$ cat config.mk
export PLATFORM = sky130hd
export DESIGN_NAME = uart_rx_ctrl
export DESIGN_NICKNAME = d
export VERILOG_FILES = /design/src/rtl/uart_rx_ctrl.sv
export SDC_FILE = /design/constraint.sdc
export NUM_CORES = 1
export LEC_CHECK = 0
export ABC_AREA = 1
export CELL_PAD_IN_SITES_DETAIL_PLACEMENT = 0
export CELL_PAD_IN_SITES_GLOBAL_PLACEMENT = 1
export CORE_AREA = 2 2 68 70
export CTS_CLUSTER_DIAMETER = 50
export CTS_CLUSTER_SIZE = 20
export DETAILED_ROUTE_END_ITERATION = 16
export DIE_AREA = 0 0 70 72
export HOLD_SLACK_MARGIN = 0.03
export PLACE_DENSITY = 0.79
export SYNTH_ARGS = -nofsm -noshare
export SYNTH_HDL_FRONTEND = slang
export SYNTH_SLANG_ARGS = --single-unit
export TNS_END_PERCENT = 50
$ cat constraint.sdc
create_clock -name clk -period 1.6 [get_ports clk]
set_input_delay 0.48 -clock clk [delete_from_list [all_inputs] [get_ports clk]]
set_output_delay 0.48 -clock clk [all_outputs]
set_load 0.01 [all_outputs]
$ cat src/rtl/uart_rx_ctrl.sv
// UART receive controller: 9x oversampled, majority-voted bit recovery
// with optional parity and frame error reporting.
module uart_rx_ctrl #(
   parameter bit PARITY_EN  = 1'b0,
   parameter bit PARITY_ODD = 1'b0
) (
   input  logic       clk,
   input  logic       reset_p,
   input  logic       rxd,
   input  logic       sample_clk,
   output logic       rx_start,
   output logic       rx_done,
   output logic [7:0] rx_data,
   output logic       rx_valid,
   output logic       frame_err,
   output logic       parity_err,
   output logic       busy
);

   typedef enum logic [2:0] {
      IDLE, START, DATA, PARITY, STOP
   } state_t;

   state_t     state_q;
   logic       rxd_s1_q;
   logic       rxd_s2_q;
   logic       rxd_prev_q;
   logic [1:0] sync_ok_q;
   logic [3:0] tick_q;
   logic [3:0] tick_d;
   logic [2:0] bit_q;
   logic [1:0] vote_q;
   logic       bit_v_q;
   logic [7:0] shift_q;
   logic       par_err_q;
   logic [7:0] rx_data_q;
   logic       frame_err_q;
   logic       parity_err_q;
   logic       rx_start_q;
   logic       rx_done_q;
   logic       rx_valid_q;
   logic       fall;
   logic       maj;
   logic       par_exp;

   // prev only holds 1 once s2 carries a real line sample, so a line
   // already low at reset release is not mistaken for a start edge
   assign fall    = rxd_prev_q & ~rxd_s2_q;
   assign maj     = (vote_q[0] & vote_q[1]) |
                    (vote_q[0] & rxd_s2_q) |
                    (vote_q[1] & rxd_s2_q);
   assign tick_d  = (tick_q == 4'd8) ? 4'd0 : tick_q + 4'd1;
   assign par_exp = (^shift_q) ^ PARITY_ODD;

   always_ff @(posedge clk or posedge reset_p) begin
      if (reset_p) begin
         state_q      <= IDLE;
         rxd_s1_q     <= 1'b1;
         rxd_s2_q     <= 1'b1;
         rxd_prev_q   <= 1'b0;
         sync_ok_q    <= 2'b00;
         tick_q       <= 4'd0;
         bit_q        <= 3'd0;
         vote_q       <= 2'b00;
         bit_v_q      <= 1'b0;
         shift_q      <= 8'h00;
         par_err_q    <= 1'b0;
         rx_data_q    <= 8'h00;
         frame_err_q  <= 1'b0;
         parity_err_q <= 1'b0;
         rx_start_q   <= 1'b0;
         rx_done_q    <= 1'b0;
         rx_valid_q   <= 1'b0;
      end else begin
         rxd_s1_q   <= rxd;
         rxd_s2_q   <= rxd_s1_q;
         sync_ok_q  <= {sync_ok_q[0], 1'b1};
         rxd_prev_q <= rxd_s2_q & sync_ok_q[1];
         rx_start_q <= 1'b0;
         rx_done_q  <= 1'b0;
         rx_valid_q <= 1'b0;
         if (state_q == IDLE) begin
            tick_q <= 4'd0;
            bit_q  <= 3'd0;
            if (fall) begin
               state_q    <= START;
               rx_start_q <= 1'b1;
            end
         end else if (sample_clk) begin
            tick_q <= tick_d;
            if (tick_q == 4'd3) vote_q[0] <= rxd_s2_q;
            if (tick_q == 4'd4) vote_q[1] <= rxd_s2_q;
            if (tick_q == 4'd5) bit_v_q   <= maj;
            unique case (state_q)
               START: if (tick_q == 4'd8) begin
                  if (bit_v_q) begin
                     state_q   <= IDLE;
                     rx_done_q <= 1'b1;
                  end else begin
                     state_q <= DATA;
                  end
               end
               DATA: if (tick_q == 4'd8) begin
                  shift_q <= {bit_v_q, shift_q[7:1]};
                  bit_q   <= bit_q + 3'd1;
                  if (bit_q == 3'd7)
                     state_q <= PARITY_EN ? PARITY : STOP;
               end
               PARITY: if (tick_q == 4'd8) begin
                  par_err_q <= bit_v_q ^ par_exp;
                  state_q   <= STOP;
               end
               STOP: if (tick_q == 4'd5) begin
                  rx_valid_q   <= 1'b1;
                  rx_done_q    <= 1'b1;
                  rx_data_q    <= shift_q;
                  frame_err_q  <= ~maj;
                  parity_err_q <= PARITY_EN ? par_err_q : 1'b0;
                  state_q      <= IDLE;
               end
               default: state_q <= IDLE;
            endcase
         end
      end
   end

   assign rx_start   = rx_start_q;
   assign rx_done    = rx_done_q;
   assign rx_valid   = rx_valid_q;
   assign rx_data    = rx_data_q;
   assign frame_err  = frame_err_q;
   assign parity_err = parity_err_q;
   assign busy       = (state_q != IDLE);

endmodule

==> flow_summary.yaml <==
detailed_routing:
  via_per_inst: 4.64
  drt-initial-drc-count: 40
  drc: 0
  dr.pass1.iters: 4
  wl_per_cell_um: 11.5
  dr_total_vias: 1270
  wl_mm: 3.15
  ant_nets: 0
power:
  switching_share_pct: 34.0
  p_total_mw: 2.69
  seqPwrFrac_pct: 42.5
  p_sw_mw: 0.916
  power_density_mw_per_mm2: 1230
  p_leak_nw: 1.16
  clkPwrFrac_pct: 25.6
  p_comb_share_pct: 31.9
  max-vdd-ir-drop_mv: 0.787
  p_int_mw: 1.78
setup_path:
  cp_max_fo: 2
  end_kind: "output pin"
  cpPeakStageDelay_ps: 410
  path_buf_inv: 1
  required_ps: 1120
  critPathTopFamily: "flip-flops"
  critPathArrivalTime_ps: 1040
  startpoint_type: "register"
  crit_chain: "nor2_4 > nand2_4 > clkbuf_2"
  critPathSlowestCell: "dfrtp_1"
  critPathKind: "register to output pin"
clock_network:
  cts_tree: "done"
  cts_sinks: 38
  clk_path_buf_depth: 2
  clk_pin_slew_worst_paths_ps: 80
  clockRootBuffer: "clkbuf_8"
  clk_latency_ps: 290
  cts_buffers: 5
  htreeDepth: 2
  hold_buffers: 0
floorplan:
  num_rows: 24
  io_pins: 18
  die_height_um: 72
  initial_core_util_pct: 41.7
  core_mm2: 0.00426
  die_w_um: 70
  die_area_mm2: 0.00504
finish:
  areaGrowthSynthToFinish_pct: 23.3
  fin_cells: 274
  drive_gt1_share_pct: 27.0
  antenna_cells: 0
  layout_common_cells: "nand2_1, dfrtp_1, inv_1"
  stdcell_area_mm2: 0.00219
  final_common_cell: "nand2_1"
  nets: 230
synth:
  yosys.area.top_type_share_pct: 50.7
  synthCells: 188
  synth-seq-cells: 38
  synth_cell_type_count: 26
  yosys_warnings: 0
  syn_nets: 197
  ys_seq_area_share_pct: 53.7
  synthTopCellsByArea: "dfrtp_1, nand2_1, o21ai_2"
  yosysTopAreaCell: "dfrtp_1"
  synth.avg_cell_area_um2: 9.45
  syn-cell-area_mm2: 0.00178
sta:
  setup_viol: 0
  finClkSkew_ps: 5.56
  hold_viol_final: 0
  fin_crit_sh_pct: 95.0
  final.setup.tns_ps: 0
  post-route-min-period_ps: 1520
  rsz0062_at_grt: "no"
  fmax_mhz: 658
  finalMaxSlewViolations: 0
flow_run:
  drv_cap: 0
global_routing:
  antenna_found_initial: 0
  grt_max_degree: 39
  grtUsageTotal_pct: 14.9
  grt-ovfl-total: 0
  grt_pass1_wl_mm: 5.74
  grt_pass1_vias: 1206
outcome:
  status: "complete, no violations"
min_path:
  hold_path_class: "register to register"
placed_design:
  portBuffers: 16
  placed_cells: 265
  dp_hpwl_mm: 2.29
  placed_cell_area_mm2: 0.00209
  finalWeightedCongestion: 0.776
==> through the flow <==
stage                     hold WS [ps]  setup slack, ps  util, %
after detailed placement           341             -125     49.0
after floorplan                    331              172        -
after CTS                          358            -37.0     50.8
after global placement             332             -102     49.0
final                              356             80.3     51.4
after global routing               361             20.1     51.4
==> kinds of logic after synthesis <==
group | share of synthesized area (%)
buffers and inverters | 7.25
and+or+nand+nor | 23.6
DFF | 53.7
AOI/OAI and AO/OA | 10.0
other | 0.423
xor gates and xnor gates | 0.986
adders and majority gates | 4.08
==> flip-flops by register name, summed over array words and instances, names as in the netlist <==
| register | flops |
|---|---|
| tick_q | 4 |
| sync_ok_q | 2 |
| state_q | 3 |
| bit_q | 3 |
| rx_start | 1 |
| vote_q | 2 |
| frame_err | 1 |
| rxd_s2_q | 1 |
| rxd_s1_q | 1 |
| rx_data | 8 |
| rx_valid | 1 |
| shift_q | 8 |
| rxd_prev_q | 1 |
| rx_done | 1 |
| bit_v_q | 1 |
==> layer usage <==
layer  routed length [µm]  GRT usage, %
met5                    0             0
met4                   53          7.05
met3                  117          5.14
met2                 1470          21.4
met1                 1510          20.4
==> path summary, 6_finish.rpt <==
kind,startpoint,to,slack (ps),cells past startpoint
worst max-delay path,state_q[0]$_DFFE_PP0P_,busy,80,3
worst min-delay path,rxd_s1_q$_DFF_PP1_,rxd_s2_q$_DFF_PP1_,360,0
worst max register to register,tick_q[1]$_DFFE_PP0P_,rx_data[6]$_DFFE_PP0P_,160,7
worst min register to register,rxd_s1_q$_DFF_PP1_,rxd_s2_q$_DFF_PP1_,360,0
max in group asynchronous,reset_p,rxd_s1_q$_DFF_PP1_,810,3
min in group asynchronous,reset_p,rx_data[2]$_DFFE_PP0P_,530,3
==> power by group through the flow <==
stage / logic (mW) / clock network, mW / registers, mW
after floorplan: 0.500 / 0 / 1.16
after global placement: 0.829 / 0 / 1.15
after detailed placement: 0.829 / 0 / 1.16
after CTS: 0.819 / 0.713 / 1.14
after global routing: 0.982 / 0.751 / 1.16
final: 0.859 / 0.688 / 1.15
==> cells in the mapped netlist <==
library cell and number:
ha_1 5, nor3b_1 1, o21ai_2 14, nand4_1 2, nand2_2 4, dfstp_2 2, buf_4 1, buf_6 2
dfrtp_1 36, xor2_1 2, nand2_4 3, nand2_1 48, nand3_1 10, a21oi_1 2, inv_2 3, nand3_2 1
conb_1 2, nor2_1 11, buf_2 1, nor2_2 2, nand3_4 1, maj3_1 1, o21ai_0 9, or2_2 1
nor2_4 2, inv_1 22
==> timing repair <==
item,4_1_cts,5_1_grt
pin swaps,1,1
hold endpoints to repair,0,0
gates resized for setup,14,8
endpoints found under the setup margin,13,14
buffers inserted,0,1
==> layout make-up <==
class | count | area, µm²
fillers | 432 | 2070
flip-flops and latches | 38 | 953
multi-input cells | 121 | 717
repair buffers | 30 | 270
inverters | 25 | 93.8
clock buffers | 7 | 86.3
well taps | 52 | 65.1
clock inverters | 1 | 5.00
==> worst reg2reg max path, stage by stage (launching register included) <==
cell     delay (ps)
dfrtp_1         410
inv_2           100
ha_1            180
nand3_2         140
nor2_4          170
nand2_4         160
nand2_1         130
o21ai_2          50
(Power assumes the default switching activity.)
